[config.mk]
export PLATFORM = sky130hd
export DESIGN_NAME = fifo_wr_arbiter
export DESIGN_NICKNAME = d
export VERILOG_FILES = /design/src/rtl/fifo_wr_arbiter.sv
export SDC_FILE = /design/constraint.sdc
export NUM_CORES = 1
export LEC_CHECK = 0
export CORE_ASPECT_RATIO = 0.5
export CORE_UTILIZATION = 25
export DETAILED_ROUTE_END_ITERATION = 6
export PLACE_DENSITY = 0.5
export SLEW_MARGIN = 20
export SYNTH_ARGS = -nofsm -noshare
export SYNTH_HDL_FRONTEND = slang
export SYNTH_SLANG_ARGS = --single-unit
export TNS_END_PERCENT = 20
[constraint.sdc]
create_clock -name clk -period 3.45 [get_ports clk]
set_input_delay 0.5175 -clock clk [delete_from_list [all_inputs] [get_ports clk]]
set_output_delay 0.5175 -clock clk [all_outputs]
set_load 0.01 [all_outputs]
[src/rtl/fifo_wr_arbiter.sv]
// Round-robin, burst-limited write arbiter that merges NREQ requesters onto one shared FIFO write port.
// Define FIFO_ARB_PRIO_EN to give requester 0 absolute priority with bursts not capped by BURST.
module fifo_wr_arbiter #(
   parameter int DWIDTH = 5,
   parameter int NREQ   = 4,
   parameter int BURST  = 4
) (
   input  logic                    clk,
   input  logic                    rst,
   input  logic [NREQ-1:0]         req,
   input  logic [NREQ*DWIDTH-1:0]  wdata,
   output logic [NREQ-1:0]         gnt,
   input  logic                    full,
   output logic                    wr_en,
   output logic [DWIDTH-1:0]       data_in,
   output logic [$clog2(NREQ)-1:0] owner,
   output logic                    busy
);

   localparam int              OW          = $clog2(NREQ);
   localparam logic [7:0]      BURST_LIMIT = 8'(BURST);
   localparam logic [OW:0]     NREQ_W      = (OW+1)'(NREQ);
   localparam logic [OW-1:0]   LAST        = OW'(NREQ-1);

   typedef enum logic {S_IDLE, S_BURST} state_t;

   state_t        state, state_nxt;
   logic [OW-1:0] rr, rr_nxt, owner_nxt, pick, sel;
   logic [7:0]    bcnt, bcnt_nxt;
   logic          pick_vld, sel_vld, burst_done;
   logic [OW:0]   idx;

   // Scan offsets from far to near so the requester closest to rr is the last (winning) hit.
   always_comb begin
      pick     = '0;
      pick_vld = 1'b0;
      idx      = '0;
      for (int k = NREQ-1; k >= 0; k--) begin
         idx = {1'b0, rr} + (OW+1)'(k);
         if (idx >= NREQ_W) begin
            idx = idx - NREQ_W;
         end
         if (req[idx[OW-1:0]]) begin
            pick     = idx[OW-1:0];
            pick_vld = 1'b1;
         end
      end
`ifdef FIFO_ARB_PRIO_EN
      if (req[0]) begin
         pick     = '0;
         pick_vld = 1'b1;
      end
`endif
   end

   always_comb begin
      burst_done = (bcnt >= BURST_LIMIT);
`ifdef FIFO_ARB_PRIO_EN
      if (owner == '0) begin
         burst_done = 1'b0;
      end
`endif
   end

   // A full FIFO freezes everything, so stalled cycles never count toward the burst.
   always_comb begin
      state_nxt = state;
      rr_nxt    = rr;
      owner_nxt = owner;
      bcnt_nxt  = bcnt;
      sel       = '0;
      sel_vld   = 1'b0;
      if (!full) begin
         case (state)
            S_IDLE: begin
               if (pick_vld) begin
                  sel       = pick;
                  sel_vld   = 1'b1;
                  state_nxt = S_BURST;
                  owner_nxt = pick;
                  bcnt_nxt  = 8'd1;
               end
            end
            S_BURST: begin
               if (req[owner] && !burst_done) begin
                  sel     = owner;
                  sel_vld = 1'b1;
                  if (bcnt != 8'hFF) begin
                     bcnt_nxt = bcnt + 8'd1;
                  end
               end else begin
                  state_nxt = S_IDLE;
                  rr_nxt    = (owner == LAST) ? '0 : owner + OW'(1);
               end
            end
            default: begin
               state_nxt = S_IDLE;
            end
         endcase
      end
   end

   // Grants are gated by reset so nothing is written while rst is low, even before a clock edge.
   always_comb begin
      gnt     = '0;
      data_in = '0;
      if (sel_vld && rst) begin
         gnt[sel] = 1'b1;
      end
      for (int k = 0; k < NREQ; k++) begin
         if (gnt[k]) begin
            data_in = wdata[k*DWIDTH +: DWIDTH];
         end
      end
   end

   assign wr_en = |gnt;
   assign busy  = (state == S_BURST);

   always_ff @(posedge clk or negedge rst) begin
      if (!rst) begin
         state <= S_IDLE;
         rr    <= '0;
         owner <= '0;
         bcnt  <= '0;
      end else begin
         state <= state_nxt;
         rr    <= rr_nxt;
         owner <= owner_nxt;
         bcnt  <= bcnt_nxt;
      end
   end

endmodule

==> results.py <==
metrics = {
    "die": {
        "coreArea_mm2": 0.00321,
        "die_width_um": 86.9,
        "initial_utilization_pct": 28.1,
        "die_h_um": 44.4,
        "std_cell_rows": 14,
        "fp.dieArea_mm2": 0.00386,
        "io_pins": 40,
    },
    "pwr": {
        "power.density_mw_per_mm2": 575,
        "p_leak_uw": 0.000776,
        "vdd.ir_drop.worst_mv": 0.219,
        "design_power_total_uw": 873,
    },
    "placement": {
        "place.detailed.instances": 194,
        "gp_congestion": 0.688,
        "dpl_worst_slack_ps": -15.7,
        "numPortBuffers": 39,
        "dp.final_hpwl_um": 1920,
    },
    "yosys": {
        "synthDominantCellAreaShare_pct": 36.1,
        "number_of_synthesized_flops_with_an_enable_pin": 0,
        "synthFlopType": "sky130_fd_sc_hd__dfrtp_1",
        "yosys.cell_types.count": 31,
        "ys_ff_latch": 13,
        "yosysSeqAreaShare_pct": 36.1,
        "yosysTopAreaCell": "sky130_fd_sc_hd__dfrtp_1",
        "synth.avg_cell_area_um2": 9.58,
        "synth.top_cells.by_area": "sky130_fd_sc_hd__dfrtp_1 (36%), sky130_fd_sc_hd__mux2i_1 (12%), sky130_fd_sc_hd__ha_1 (4.2%)",
        "mappedNetlistArea_um2": 901,
        "synth_async_sr_flop_share_pct": 100,
        "gate_count_post_synth": 94,
        "synth.net_count": 124,
        "number_of_warning_messages_in_the_yosys_log": 0,
    },
    "setup_path": {
        "r2r_setup_slack_ps": 1380,
        "worst-endpoint-required_ps": 2930,
        "crit_path_start_kind": "primary input",
        "setup.worst_path.end_class": "primary output",
        "crit-reg2reg-capture": "bcnt[3]",
        "critical_path_peak_fanout": 7,
        "signal_arrival_time_at_the_worst_endpoint_ps": 2910,
        "worstPathCellList": "clkdlybuf4s50_1 -> mux2i_1 -> buf_4 -> a2111oi_4 -> buf_4 -> nand2_1 -> o41ai_1 -> nand2_1 -> o22ai_1 -> clkdlybuf4s50_1",
        "ff_to_ff_start": "bcnt[6]",
        "worst-r2r-cell-count": 7,
        "crit_family": "buffers and inverters",
        "slowest_stage": "sky130_fd_sc_hd__clkdlybuf4s50_1",
        "worstPathBufferInverterCount": 4,
        "path_class": "in2out",
        "timing.critical_path.depth": 10,
        "worst_setup_path_startpoint": "req[2]",
        "cpPeakStageDelay_ps": 560,
    },
    "clock_tree": {
        "clockRootBuffer": "sky130_fd_sc_hd__clkbuf_8",
        "clk_pin_slew_ps": 50,
        "tritoncts": "built",
        "htreeDepth": 1,
        "cts-root-to-sink-buffers": 2,
        "cts_made_buffers": 3,
        "cts.sinks": 13,
        "postCtsHoldBufs": 0,
        "clk-insertion-delay-late_ps": 250,
    },
    "routing": {
        "drc": 0,
        "met2RoutedLength_um": 979,
        "detail_route.first_pass.iterations": 4,
        "route.top_layer_used": "met4",
        "vias": 891,
        "antenna_violating_nets_post_route": 0,
        "drt-total-wl_um": 2380,
        "met3_wirelength_um": 255,
        "detail_route.vias_per_cell": 4.48,
        "routedWlPerCell_um": 11.9,
        "drt_iter0_drc": 47,
        "routedLengthMet1_um": 1120,
    },
    "cells_and_area": {
        "n_fill_cell": 319,
        "most_common_cell_after_layout_fill_and_taps_aside": "sky130_fd_sc_hd__clkdlybuf4s50_1",
        "design.final.nets": 182,
        "final_layout_size_suffix_gt1_share_pct": 18.5,
        "mostFrequentLayoutCells": "sky130_fd_sc_hd__clkdlybuf4s50_1 (33), sky130_fd_sc_hd__buf_4 (15), sky130_fd_sc_hd__dfrtp_1 (13), sky130_fd_sc_hd__mux2i_1 (11), sky130_fd_sc_hd__nand2_1 (9)",
        "layoutNonFillerInstCount": 199,
        "diodes": 0,
        "area_delta_synth_final_pct": 68.5,
    },
    "timing": {
        "slew-limit-headroom_pct": 74.7,
        "slew_viol_final": 0,
        "final.setup_skew_ps": 2.97,
        "achievable-frequency_mhz": 291,
        "rsz0062_at_grt": "true",
        "final_worst_setup_slack_ps": 17.6,
        "tightestPinTransition_ps": 375,
        "final_number_of_setup_violating_endpoints": 0,
        "report.final.hold_viol_count": 0,
        "post-route-min-period_ps": 3430,
        "layout_worst_path_cycle_share_pct": 99.5,
    },
    "min_path": {
        "min_from": "bcnt[7]",
        "min_delay_worst_endpoint": "bcnt[7]",
        "worstHoldPathCells": 1,
        "worst_hold_path_type": "reg2reg",
    },
    "global_route": {
        "via_count_of_the_first_global_routing_pass": 857,
        "grt_pass1_wl_um": 3950,
        "grt_start_max_net_pins": 14,
        "grt_antenna_before_repair": 0,
        "gr_usage_total_pct": 13.7,
        "grt-ovfl-total": 0,
    },
    "flow_run": {
        "max_capacitance_violation_count": 0,
    },
    "outcome": {
        "outcome": "completed",
    },
}
## cells in the mapped netlist, types with 2 or more instances
library cell               instances
sky130_fd_sc_hd__nand2b_1          5
sky130_fd_sc_hd__nor2_1            8
sky130_fd_sc_hd__a211o_1           2
sky130_fd_sc_hd__inv_1             4
sky130_fd_sc_hd__a21oi_1           5
sky130_fd_sc_hd__o21a_1            3
sky130_fd_sc_hd__o22ai_1           5
sky130_fd_sc_hd__mux2_2            2
sky130_fd_sc_hd__nand2_1           9
sky130_fd_sc_hd__o41ai_1           2
sky130_fd_sc_hd__and3_1            2
sky130_fd_sc_hd__and2_1            3
sky130_fd_sc_hd__ha_1              3
sky130_fd_sc_hd__nor4_1            2
sky130_fd_sc_hd__mux2i_1          11
sky130_fd_sc_hd__dfrtp_1          13
## where the power goes
part           total (uW)  leakage, uW  switching, uW  internal [uW]
sequential            254     0.000166           56.6            197
clock                 138    0.0000228           55.9           81.7
combinational         482     0.000587            218            264
## final cells by class
type | instances | area, um2 | area share (%)
timing repair buffer | 54 | 510 | 33.6
tap | 48 | 60.1 | 3.96
sequential | 13 | 325 | 21.4
inverter | 4 | 15.0 | 0.989
multi-input combinational | 76 | 562 | 37.0
clock buffer | 4 | 45.0 | 2.97
## state kept, by name, indices dropped and copies added, names as in the netlist
name   flops
bcnt       8
rr         2
busy       1
owner      2
## kinds of logic (layout without fill, tap and decap cells)
| logic type | after synthesis | in the layout | share of synthesized area [%] |
|---|---|---|---|
| and+or+nand+nor | 36 | 36 | 21.8 |
| buffers and inverters | 5 | 62 | 2.22 |
| muxes | 13 | 13 | 14.7 |
| AOI/OAI and AO/OA | 24 | 24 | 21.0 |
| DFF | 13 | 13 | 36.1 |
| adders and majority gates | 3 | 3 | 4.17 |
## timing repair
action | CTS | global route
endpoints found under the setup margin | 5 | 7
gates resized for setup | 2 | 5
pin swaps | 1 | 2
setup buffers | 0 | 1
gates cloned | 0 | 0
## per-layer routing
metal  vias up  global-route usage [%]
li1        460                       -
met1       389                    17.6
met2        39                    20.3
met3         3                    6.90
met4         0                    4.00
met5         -                       0
## how the worst max path moves through the flow
stage / slack [ps] / to
2_1_floorplan: 870 / data_in[0]
3_3_place_gp: -100 / data_in[4]
3_5_place_dp: -20 / data_in[0]
4_1_cts: 4 / data_in[3]
5_1_grt: -100 / data_in[2]
6_report: 20 / data_in[2]
## metrics by stage
stage | TNS, ps | hold WS [ps] | area [um2] | util [%]
3_5_place_dp | -25.6 | 481 | 1450 | 45.3
6_report | 0 | 487 | 1520 | 47.3
2_1_floorplan | 0 | 222 | 901 | -
4_1_cts | 0 | 494 | 1490 | 46.6
5_1_grt | -206 | 508 | 1520 | 47.3
3_3_place_gp | -462 | 476 | 1450 | 45.3
No activity file was read; power rests on OpenSTA's default activity.
